<file path="config.mk">
export PLATFORM = sky130hd
export DESIGN_NAME = button_fifo_port
export DESIGN_NICKNAME = d
export VERILOG_FILES = /design/src/rtl/button_fifo_port.sv
export SDC_FILE = /design/constraint.sdc
export NUM_CORES = 1
export LEC_CHECK = 0
export BUFFER_PORTS_ARGS = -buffer_cell sky130_fd_sc_hd__buf_2
export CORE_UTILIZATION = 57
export CTS_CLUSTER_DIAMETER = 150
export DETAILED_ROUTE_END_ITERATION = 12
export PLACE_DENSITY = 0.8
export SYNTH_ARGS = -nofsm -noshare
export SYNTH_HDL_FRONTEND = slang
export SYNTH_SLANG_ARGS = --single-unit
</file>
<file path="constraint.sdc">
create_clock -name clk -period 2.5 [get_ports clk]
set_input_delay 0.25 -clock clk [delete_from_list [all_inputs] [get_ports clk]]
set_output_delay 0.25 -clock clk [all_outputs]
set_load 0.02 [all_outputs]
</file>
<file path="src/rtl/button_fifo_port.sv">
// Debounced push-button that captures the switch word into a small FIFO on each press.
// The CPU reads the FIFO head at a0=0 and a status word at a0=1.
module button_fifo_port #(
  parameter int DEPTH           = 4,
  parameter int DEBOUNCE_CYCLES = 50000
) (
  input  logic        clk,
  input  logic        rst_n,
  input  logic        enter_key,
  input  logic [15:0] switches,
  input  logic        a0,
  input  logic        ack,
  output logic [15:0] data_out
);

  localparam int AW = $clog2(DEPTH);
  localparam int CW = $clog2(DEPTH) + 1;
  localparam int DW = $clog2(DEBOUNCE_CYCLES);
  localparam logic [DW-1:0] DB_LAST  = DW'(DEBOUNCE_CYCLES - 1);
  localparam logic [CW-1:0] FULL_CNT = CW'(DEPTH);

  logic          sync1_q, sync2_q;
  logic          db_q, db_d;
  logic          db_prev_q;
  logic [DW-1:0] cnt_q, cnt_d;
  logic          press_q, press_d;
  logic          ack_d_q, stat_d_q;
  logic [AW-1:0] wr_ptr_q, wr_ptr_d;
  logic [AW-1:0] rd_ptr_q, rd_ptr_d;
  logic [CW-1:0] count_q, count_d;
  logic          ovf_q, ovf_d;
  logic [15:0]   mem_q [DEPTH];

  logic rd_evt, stat_evt, empty, full, pop, push, ovf_set;
  logic [7:0]  count8;
  logic [15:0] status_word, head_word;

  // db only follows sync2 after DEBOUNCE_CYCLES consecutive differing cycles.
  always_comb begin
    db_d  = db_q;
    cnt_d = cnt_q;
    if (sync2_q == db_q) begin
      cnt_d = '0;
    end else if (cnt_q == DB_LAST) begin
      db_d  = sync2_q;
      cnt_d = '0;
    end else begin
      cnt_d = cnt_q + DW'(1);
    end
  end

  assign press_d = db_q & ~db_prev_q;

  // One pop per CPU access regardless of how long the address is held.
  assign rd_evt   = ack & ~a0 & ~ack_d_q;
  assign stat_evt = ack &  a0 & ~stat_d_q;
  assign empty    = (count_q == '0);
  assign full     = (count_q == FULL_CNT);
  assign pop      = rd_evt & ~empty;
  assign push     = press_q & (~full | pop);
  assign ovf_set  = press_q & full & ~pop;

  always_comb begin
    wr_ptr_d = wr_ptr_q;
    rd_ptr_d = rd_ptr_q;
    count_d  = count_q;
    if (push) wr_ptr_d = wr_ptr_q + AW'(1);
    if (pop)  rd_ptr_d = rd_ptr_q + AW'(1);
    if (push && !pop)      count_d = count_q + CW'(1);
    else if (pop && !push) count_d = count_q - CW'(1);
    // A new overflow on the same edge as a status read stays visible.
    ovf_d = ovf_q;
    if (stat_evt) ovf_d = 1'b0;
    if (ovf_set)  ovf_d = 1'b1;
  end

  always_ff @(posedge clk or negedge rst_n) begin
    if (!rst_n) begin
      sync1_q   <= 1'b0;
      sync2_q   <= 1'b0;
      db_q      <= 1'b0;
      db_prev_q <= 1'b0;
      cnt_q     <= '0;
      press_q   <= 1'b0;
      ack_d_q   <= 1'b0;
      stat_d_q  <= 1'b0;
      wr_ptr_q  <= '0;
      rd_ptr_q  <= '0;
      count_q   <= '0;
      ovf_q     <= 1'b0;
    end else begin
      sync1_q   <= enter_key;
      sync2_q   <= sync1_q;
      db_q      <= db_d;
      db_prev_q <= db_q;
      cnt_q     <= cnt_d;
      press_q   <= press_d;
      ack_d_q   <= ack & ~a0;
      stat_d_q  <= ack & a0;
      wr_ptr_q  <= wr_ptr_d;
      rd_ptr_q  <= rd_ptr_d;
      count_q   <= count_d;
      ovf_q     <= ovf_d;
    end
  end

  always_ff @(posedge clk) begin
    if (push) mem_q[wr_ptr_q] <= switches;
  end

  assign count8      = 8'(count_q);
  assign status_word = {count8, 5'b00000, ovf_q, full, ~empty};
  assign head_word   = empty ? 16'h0000 : mem_q[rd_ptr_q];
  assign data_out    = a0 ? status_word : head_word;

endmodule

</file>
==> results.json, run 1 <==
{
  "die_h_um": 84.9,
  "timing_hold_violations_final": 0,
  "clock_insertion_delay_worst_skew_ns": 0.37,
  "clock-root-buffer": "clkbuf_8",
  "cell_seen_most_often_among_critical_path_stages": "inv_1",
  "power.density_nw_per_um2": 846,
  "slew_headroom": 0.547,
  "crit_type": "flip-flop to flip-flop",
  "number_of_buffers_created_by_cts": 9,
  "placement_rows": 29,
  "drt-wirelength-per-cell_um": 17.1,
  "grt_pass1_wl_mm": 10.6,
  "timing.critical_path.slowest_cell_delay_ns": 0.49,
  "postSynth.topFlopCell": "edfxtp_1",
  "setup_slack_ns": 0.209,
  "postRouteWirelength_mm": 6.41,
  "area_share_of_the_leading_cell_type_in_the_synthesized_netlist": 0.491,
  "avgSynthCellArea_um2": 16.2,
  "finalWorstPathRequiredPeriod_ns": 2.29,
  "net-switching-power_mw": 1.12,
  "grt_pass1_vias": 2149,
  "dr_total_vias": 2113,
  "area_of_the_multi_input_gates_um2": 1140,
  "finalMaxSlewViolations": 0,
  "ys.warnings.count": 0,
  "placement.setup.worst_slack_ns": 0.197,
  "synth_area_leaders": "edfxtp_1 (49%), dfrtp_1 (20%), mux4_2 (9.2%), xnor2_1 (3.1%), nor2_1 (2.5%)",
  "cap_violations": 0,
  "most_used_standard_cells_in_the_synthesized_netlist": "edfxtp_1 (64), dfrtp_1 (31), nor2_1 (26), mux4_2 (16)",
  "grt_start_max_net_pins": 32,
  "yosysUniqueCellTypes": 28,
  "critical_path_required_ns": 2.75,
  "syn-instance-count": 241,
  "share_comb_of_total_power": 0.238,
  "firstDrtPassIters": 11,
  "finish.utilization": 0.688,
  "antenna-diode-count": 0,
  "clock_tree_from_tritoncts": "yes",
  "drt_iter0_drc": 156,
  "p_clk_frac": 0.277,
  "initial_core_util": 0.602,
  "worst_ep_arrival_time_ns": 2.54,
  "cellLeakagePower_nw": 1.70,
  "synthToLayoutAreaGrowth_pct": 14.2,
  "pin_count": 37,
  "synthMostInstantiatedCell": "edfxtp_1",
  "crit_path_end_kind": "flip-flop",
  "outcome": "finished, violations left",
  "synth_edf_count": 64,
  "track_usage": 0.204,
  "ys_async_sr_fraction": 0.326,
  "least_margin_pin_slew_ns": 0.679,
  "crit_fanout": 3,
  "post_drt_via_cell_ratio": 5.62,
  "core-area_um2": 6490,
  "mappedNetlistNets": 269,
  "final-seq-area_um2": 2700,
  "clock_tree.htree_level_count": 3,
  "dp.final_hpwl_mm": 4.30,
  "violations": "DRC",
  "final_routed_drc_violation_total": 2,
  "timing.setup.tns_ns": 0,
  "ff2ff_setup_slack_ns": 0.21,
  "final_antenna_net_count": 0,
  "area_of_the_die_um2": 7200,
  "power.switching_fraction": 0.296,
  "cell_internal_pwr_mw": 2.66,
  "clk_transition_reported_paths_ns": 0.09,
  "hold_path.class": "input port to flip-flop",
  "overflow_left_after_global_routing": 0,
  "fin_crit_sh": 0.916,
  "grt_setup_unrepaired": "false",
  "seq_area_frac_synth": 0.689,
  "setup_viol": 0,
  "fin_skew_ns": 0.0100,
  "fmax_mhz": 437,
  "filler_cell_count": 439,
  "start_kind": "flip-flop",
  "layout-drive-gt1-share": 0.288,
  "antenna_violations_before_repair": 0,
  "yosys_register_bits": 95,
  "crit_slowest_cell": "or3b_2",
  "clk_path_buf_depth": 2,
  "post_cts.repair.setup_buffers": 0,
  "worst_path_cell_chain": "or3b_2 -> nor2_1 -> inv_1 -> ha_1 -> inv_1 -> fa_1 -> mux2_2",
  "layout.nets": 322,
  "post-synth-top-area-cell": "edfxtp_1",
  "finalWeightedCongestion": 0.773,
  "port_buffers": 36,
  "sequential_fraction_of_design_power": 0.485,
  "power.ir.vdd_worst_uv": 687,
  "fin_total_pwr_mw": 3.78,
  "numClockSinks": 95,
  "synth_cell_area_um2": 3910,
  "fp.dieW_um": 84.9
}
-- flip-flops by register name (all words and copies together), names as in the netlist --
name	flops
ack_d_q	1
cnt_q	16
count_q	3
db_prev_q	1
db_q	1
mem_q	64
ovf_q	1
press_q	1
rd_ptr_q	2
stat_d_q	1
sync1_q	1
sync2_q	1
wr_ptr_q	2
-- routing by layer --
layer  vias up  track usage  wire [µm]  share of wire
li1       1000            -          -              -
met1      1055        0.274       2910           0.45
met2        48        0.327       3180           0.50
met3        10       0.0496        220          0.034
met4         0       0.0832         95          0.015
met5         -            0          0              0
-- worst max-delay path, delay by kind of cell, from the launching register on --
family | cells | cell delay, ns
fa+ha+maj | 2 | 0.64
buf+inv | 2 | 0.16
flops | 1 | 0.36
mux | 1 | 0.27
simple gates | 2 | 0.75
-- through the flow --
step           cells  cell area (µm²)  hold WS (ns)
2_1_floorplan    241             3910       -0.0456
3_3_place_gp     358             4230         0.322
3_5_place_dp     358             4230         0.332
4_1_cts          376             4460        0.0804
5_1_grt          376             4470        0.0770
6_report         376             4470        0.0928
-- layout make-up --
class / instances / share of cell area
Timing Repair Buffer: 49 / 0.0633
Sequential cell: 95 / 0.604
Tap cell: 77 / 0.0216
Inverter: 10 / 0.00840
Multi-Input combinational cell: 129 / 0.256
Clock inverter: 7 / 0.0193
Clock buffer: 9 / 0.0277
-- logic make-up after synthesis --
family                     Yosys count  share of synthesized area
AOI/OAI and AO/OA                    9                     0.0253
xor gates and xnor gates            21                     0.0470
adders and majority gates            7                     0.0243
buffers and inverters               17                     0.0201
DFF                                 95                      0.689
muxes                               19                      0.100
and+or+nand+nor                     73                     0.0934
-- layout by cell type (no fill, tap or decap), types with 4 or more instances in the layout --
| cell | count |
|---|---|
| edfxtp_1 | 64 |
| buf_2 | 36 |
| a22o_1 | 4 |
| and2_1 | 14 |
| xor2_1 | 7 |
| nand4_1 | 5 |
| nor2_1 | 25 |
| inv_1 | 10 |
| mux4_2 | 16 |
| dfrtp_1 | 31 |
| clkbuf_8 | 9 |
| ha_1 | 6 |
| nand2_1 | 7 |
| nand3_1 | 7 |
| xnor2_1 | 14 |
| buf_4 | 11 |
| nor4_1 | 6 |
-- path summary, 6_finish.rpt --
check,start,cells after the start,end
max,ack_d_q,7,count_q[1]
min,switches[8],1,mem_q[2][8]
max reg2reg,ack_d_q,7,count_q[1]
min reg2reg,sync1_q,0,sync2_q
max in group asynchronous,rst_n,2,count_q[1]
min in group asynchronous,rst_n,2,cnt_q[8]
-- power by group through the flow --
| stage | Clock (mW) | Sequential (mW) | Combinational, mW |
|---|---|---|---|
| floorplan | 0 | 1.81 | 0.694 |
| global placement | 0 | 1.86 | 0.884 |
| detailed placement | 0 | 1.86 | 0.905 |
| CTS | 1.07 | 1.83 | 0.913 |
| global route | 1.13 | 1.84 | 0.979 |
| finish | 1.05 | 1.83 | 0.900 |
-- timing repair --
item,4_1_cts,5_1_grt
resized for setup,0,2
endpoints found under the setup margin,0,5
hold endpoints to repair,32,0
hold buffers,2,0
Note: power is estimated with default switching activity, not from simulation.
==> run 2: changes to the inputs <==
CORE_UTILIZATION = 53   (was 57)
PLACE_DENSITY = 0.78   (was 0.8)
clock period = 1.9 ns   (was 2.5 ns; I/O delays follow)
==> results.json, run 2 (synthesis results as in run 1) <==
{
  "fin_worst_hold_slack_ns": 0.0425,
  "violations": "setup timing",
  "timing_hold_violations_final": 0,
  "grt_setup_unrepaired": "true",
  "crit_fanout": 7,
  "start_kind": "flip-flop",
  "grt_start_max_net_pins": 32,
  "top_regs": "mem_q x64, cnt_q x16, count_q x3",
  "crit_path_end_kind": "output pin",
  "clock-root-buffer": "clkbuf_8",
  "grt_pass1_vias": 2193,
  "critical_path_required_ns": 1.71,
  "worstHoldEndpoint": "mem_q[0][4]",
  "finalWeightedCongestion": 0.816,
  "hold_path.class": "input port to flip-flop",
  "post_drt_via_cell_ratio": 5.41,
  "drt-wirelength-per-cell_um": 17.2,
  "power.density_nw_per_um2": 1130,
  "power.ir.vdd_worst_uv": 768,
  "r2r_cells": 8,
  "max_reg_flops": 64,
  "hold_start": "switches[4]",
  "track_usage": 0.205,
  "layout.cells.most_common": "edfxtp_1",
  "final_antenna_net_count": 0,
  "postRouteWirelength_mm": 7.05,
  "clock_tree_from_tritoncts": "yes",
  "numClockSinks": 95,
  "layout_common_cells": "edfxtp_1 (64), dfrtp_1 (30), nor2_1 (24), buf_2 (20), buf_4 (18)",
  "drt_iter0_drc": 147,
  "final_routed_drc_violation_total": 0,
  "finalMaxSlewViolations": 0,
  "antenna_violations_before_repair": 0,
  "hold_depth": 1,
  "grt_pass1_wl_mm": 11.1,
  "ff2ff_setup_slack_ns": -0.10,
  "worst_ep_arrival_time_ns": 1.84,
  "number_of_buffers_created_by_cts": 9,
  "regToRegStartpoint": "ack_d_q",
  "dr_total_vias": 2212,
  "fp.dieW_um": 87.9,
  "fin_total_pwr_mw": 5.48,
  "placement_rows": 30,
  "setup_slack_ns": -0.130,
  "port_buffers": 36,
  "clk_path_buf_depth": 2,
  "fin_area_um2": 4860,
  "placed_area_um2": 4400,
  "area_of_the_die_um2": 7730,
  "overflow_left_after_global_routing": 0,
  "fin_crit_sh": 1.07,
  "slew_headroom": 0.565,
  "setup_viol": 18,
  "outcome": "finished, violations left",
  "filler_cell_count": 449,
  "crit_type": "flip-flop to output pin",
  "die_h_um": 87.9,
  "critical_path.reg2reg.endpoint": "count_q[2]",
  "pin_count": 37,
  "clk_transition_reported_paths_ns": 0.10,
  "antenna-diode-count": 0,
  "layout.nets": 336,
  "cap_violations": 0,
  "fmax_mhz": 493,
  "layout-drive-gt1-share": 0.380,
  "least_margin_pin_slew_ns": 0.653,
  "cellLeakagePower_nw": 1.84,
  "fin_skew_ns": 0.0127,
  "clock_tree.htree_level_count": 3,
  "initial_core_util": 0.563,
  "dp.final_hpwl_mm": 4.29,
  "core-area_um2": 6940,
  "firstDrtPassIters": 4,
  "synthToLayoutAreaGrowth_pct": 24.2,
  "top_register": "mem_q",
  "clock_insertion_delay_worst_skew_ns": 0.36,
  "finalWorstPathRequiredPeriod_ns": 2.03
}
[run 2: changes by cell type in the layout (fill, tap and decap cells not counted), moves of 2 or more]
cell,delta
and2_1,-14
and2_4,+14
buf_12,+7
buf_2,-16
buf_4,+7
buf_6,+15
inv_1,-2
inv_2,+2
inv_8,-2
nor2_4,+2
[run 2: critical path, stage by stage, from the launching register on]
cell	delay, ns
dfrtp_2	0.44
buf_12	0.16
mux4_2	0.49
mux2i_1	0.15
nor2_1	0.09
buf_4	0.16
[run 2: timing repair]
action                                 in CTS  in global routing
setup buffers                               6                  0
pin swaps                                   7                  7
resized for setup                          42                 13
setup endpoints to repair                  18                 82
endpoints found under the hold margin      32                  0
hold buffers                                2                  0
gates cloned                                1                  1
[run 2: cell type report]
type	instances	area [µm²]	area share
Sequential cell	95	2700	0.555
Multi-Input combinational cell	129	1210	0.249
Timing Repair Buffer	63	589	0.121
Clock buffer	10	128	0.0263
Tap cell	96	120	0.0247
Clock inverter	6	76.3	0.0157
Inverter	10	37.5	0.00773
[run 2: worst max-delay path by stage]
stage	from	to	cells past startpoint
floorplan	ack_d_q	count_q[2]	8
global placement	ack_d_q	count_q[2]	8
detailed placement	ack_d_q	count_q[2]	8
CTS	rd_ptr_q[0]	data_out[2]	4
global route	rd_ptr_q[0]	data_out[2]	4
finish	rd_ptr_q[0]	data_out[1]	5
[run 2: where the power goes]
| part | leakage (nW) | total (mW) | switching, mW | internal, mW |
|---|---|---|---|---|
| sequential | 0.987 | 2.37 | 0.0895 | 2.28 |
| clock | 0.103 | 1.34 | 0.705 | 0.632 |
| combinational | 0.755 | 1.78 | 0.774 | 1.01 |
| total | 1.84 | 5.48 | 1.57 | 3.91 |
[run 2: layer usage]
metal | global-route usage | share of wire | routed length [µm] | vias to the layer above
li1 | - | - | - | 1025
met1 | 0.288 | 0.45 | 3160 | 1119
met2 | 0.308 | 0.48 | 3410 | 57
met3 | 0.0509 | 0.051 | 356 | 11
met4 | 0.0909 | 0.017 | 120 | 0
met5 | 0 | 0 | 0 | -
[run 2: stage by stage]
stage	std cells	TNS, ns	setup slack [ns]	util
6_report	409	-0.993	-0.130	0.700
3_5_place_dp	385	-0.450	-0.143	0.633
5_1_grt	409	-2.08	-0.197	0.700
4_1_cts	410	-1.79	-0.151	0.695
2_1_floorplan	241	-0.245	-0.132	-
3_3_place_gp	385	-0.136	-0.0703	0.633
==> run 3: changes to the inputs <==
--- a/config.mk
+++ b/config.mk
@@ -7,2 +7,3 @@
 export LEC_CHECK = 0
+export ABC_AREA = 1
 export BUFFER_PORTS_ARGS = -buffer_cell sky130_fd_sc_hd__buf_2
==> constraint.sdc (replaced) <==
create_clock -name clk -period 1.9 [get_ports clk]
set_input_delay 0.095 -clock clk [delete_from_list [all_inputs] [get_ports clk]]
set_output_delay 0.095 -clock clk [all_outputs]
set_load 0.02 [all_outputs]
==> results.json, run 3 <==
{
  "antenna_violations_before_repair": 0,
  "grt_pass1_vias": 2956,
  "worst_ep_arrival_time_ns": 1.85,
  "crit_type": "flip-flop to output pin",
  "synth_edf_count": 64,
  "ys_async_sr_fraction": 0.326,
  "grt_pass1_wl_mm": 13.9,
  "firstDrtPassIters": 6,
  "violations": "setup timing",
  "dp.final_hpwl_mm": 5.42,
  "fin_crit_sh": 1.02,
  "clk_path_buf_depth": 2,
  "postSynth.topFlopCell": "edfxtp_1",
  "grt_setup_unrepaired": "true",
  "numClockSinks": 95,
  "setup_viol": 1,
  "start_kind": "flip-flop",
  "ys.warnings.count": 0,
  "top_layer": "met4",
  "cellLeakagePower_nw": 2.08,
  "post_drt_via_cell_ratio": 5.32,
  "cpLargestDelayFamily": "buffers and inverters",
  "cell_seen_most_often_among_critical_path_stages": "nor2_1",
  "dr_wl_met2_mm": 4.80,
  "crit_path_end_kind": "output pin",
  "number_of_buffers_created_by_cts": 9,
  "layout.cells.most_common": "nor2_1",
  "fmax_mhz": 515,
  "worstPathBufferInverterCount": 3,
  "clock_tree.htree_level_count": 3,
  "grt_start_max_net_pins": 34,
  "worst_path_cell_chain": "buf_4 -> clkbuf_16 -> nor2_1 -> nor2_1 -> o21ai_0 -> a21oi_1 -> buf_2",
  "timing_hold_violations_final": 0,
  "track_usage": 0.223,
  "port_buffers": 36,
  "timing.critical_path.slowest_cell_delay_ns": 0.46,
  "cap_violations": 0,
  "synthMostInstantiatedCell": "nor2_1",
  "drt-wirelength-per-cell_um": 15.7,
  "clk_transition_reported_paths_ns": 0.09,
  "finalMaxSlewViolations": 0,
  "area_of_the_die_um2": 8140,
  "mappedNetlistNets": 414,
  "clock_insertion_delay_worst_skew_ns": 0.37,
  "dr_total_vias": 3049,
  "slew_headroom": 0.532,
  "clock_tree_from_tritoncts": "yes",
  "outcome": "finished, violations left",
  "placement_rows": 31,
  "most_used_standard_cells_in_the_synthesized_netlist": "nor2_1 (95), edfxtp_1 (64), nand2_1 (40), o21ai_0 (35), dfrtp_1 (31)",
  "die_h_um": 90.2,
  "power.density_nw_per_um2": 1120,
  "crit_slowest_cell": "dfrtp_2",
  "crit_fanout": 16,
  "initial_core_util": 0.560,
  "layout.nets": 497,
  "final_antenna_net_count": 0,
  "finalWeightedCongestion": 0.888,
  "layout-drive-gt1-share": 0.241,
  "postRouteWirelength_mm": 8.98,
  "area_share_of_the_leading_cell_type_in_the_synthesized_netlist": 0.466,
  "hold_path.class": "input port to flip-flop",
  "synthToLayoutAreaGrowth_pct": 24.5,
  "seq_area_frac_synth": 0.654,
  "max_reg_flops": 64,
  "fp.dieW_um": 90.2,
  "yosysUniqueCellTypes": 31,
  "finish.utilization": 0.697,
  "power.ir.vdd_worst_uv": 490,
  "core-area_um2": 7370,
  "overflow_left_after_global_routing": 0,
  "antenna-diode-count": 0,
  "clock-root-buffer": "clkbuf_8",
  "post-synth-top-area-cell": "edfxtp_1",
  "setup_slack_ns": -0.0435,
  "synth_area_leaders": "edfxtp_1 (47%), dfrtp_1 (19%), nor2_1 (8.6%), o21ai_0 (4.2%), nand2_1 (3.6%)",
  "top_regs": "mem_q x64, cnt_q x16, count_q x3",
  "routed-wl-met3_um": 536,
  "least_margin_pin_slew_ns": 0.701,
  "critical_path_required_ns": 1.80,
  "yosys_register_bits": 95,
  "synth_cell_area_um2": 4130,
  "fin_skew_ns": 0.0114,
  "layout_common_cells": "nor2_1 (94), edfxtp_1 (64), nand2_1 (39), buf_2 (31)",
  "final_routed_drc_violation_total": 0,
  "m1WireLength_mm": 3.47,
  "finalWorstPathRequiredPeriod_ns": 1.94,
  "pin_count": 37,
  "drt_iter0_drc": 149,
  "top_register": "mem_q",
  "syn-instance-count": 386,
  "timing.setup.tns_ns": -0.0435,
  "avgSynthCellArea_um2": 10.7
}
-- run 3: cell type report --
cell class | instances | area (µm²)
Clock buffer | 9 | 124
Clock inverter | 7 | 119
Fill cell | 490 | 2230
Inverter | 32 | 134
Multi-Input combinational cell | 248 | 1290
Sequential cell | 95 | 2700
Tap cell | 99 | 124
Timing Repair Buffer | 83 | 643
-- run 3: per-layer routing --
layer / vias to the layer above / track usage
met2: 104 / 0.395
met1: 1474 / 0.263
met5: - / 0
li1: 1448 / -
met4: 0 / 0.102
met3: 23 / 0.0415
-- run 3: power by group --
group	switching (mW)	internal (mW)	total [mW]	leakage, nW
combinational	1.10	0.754	1.86	0.980
sequential	0.0711	2.27	2.34	0.985
clock	0.702	0.875	1.58	0.116
-- run 3: worst min-delay path, stage by stage --
cell     delay (ns)
buf_2          0.14
nand2_1        0.10
inv_1          0.04
-- run 3: kinds of logic after synthesis --
group / Yosys count / synth area share
buffers and inverters: 43 / 0.0434
adder cells (fa/ha/maj): 7 / 0.0231
AND/OR/NAND/NOR: 170 / 0.178
AO/OA/AOI/OAI: 59 / 0.0743
flip-flops: 95 / 0.654
XOR/XNOR: 12 / 0.0273
-- run 3: path summary, 6_finish.rpt --
| kind | start | slack (ns) | endpoint | cells after the start |
|---|---|---|---|---|
| max | rd_ptr_q[0] | -0.04 | data_out[12] | 7 |
| min | a0 | 0.04 | stat_d_q | 3 |
| max reg2reg | count_q[1] | 0 | count_q[1] | 10 |
| min reg2reg | sync1_q | 0.36 | sync2_q | 0 |
| max in group asynchronous | rst_n | 1.11 | rd_ptr_q[0] | 2 |
| min in group asynchronous | rst_n | 0.29 | cnt_q[2] | 2 |
-- run 3: repair_timing --
action | in CTS | in global routing
endpoints found under the hold margin | 98 | 0
setup buffers | 2 | 6
gates cloned | 0 | 1
pin swaps | 2 | 11
endpoints found under the setup margin | 13 | 14
hold buffers | 20 | 0
gates resized for setup | 9 | 27
-- run 3: through the flow --
stage          total power [mW]  instance area, µm²  hold slack, ns  instances  setup slack, ns
2_1_floorplan              3.36                4130          -0.201        386          -0.0305
3_3_place_gp               3.75                4510           0.169        528           0.0543
3_5_place_dp               3.82                4510           0.178        528          -0.0425
4_1_cts                    5.47                4990         0.00567        566          -0.0174
5_1_grt                    6.05                5140          0.0521        573           -0.120
6_report                   5.78                5140          0.0361        573          -0.0435
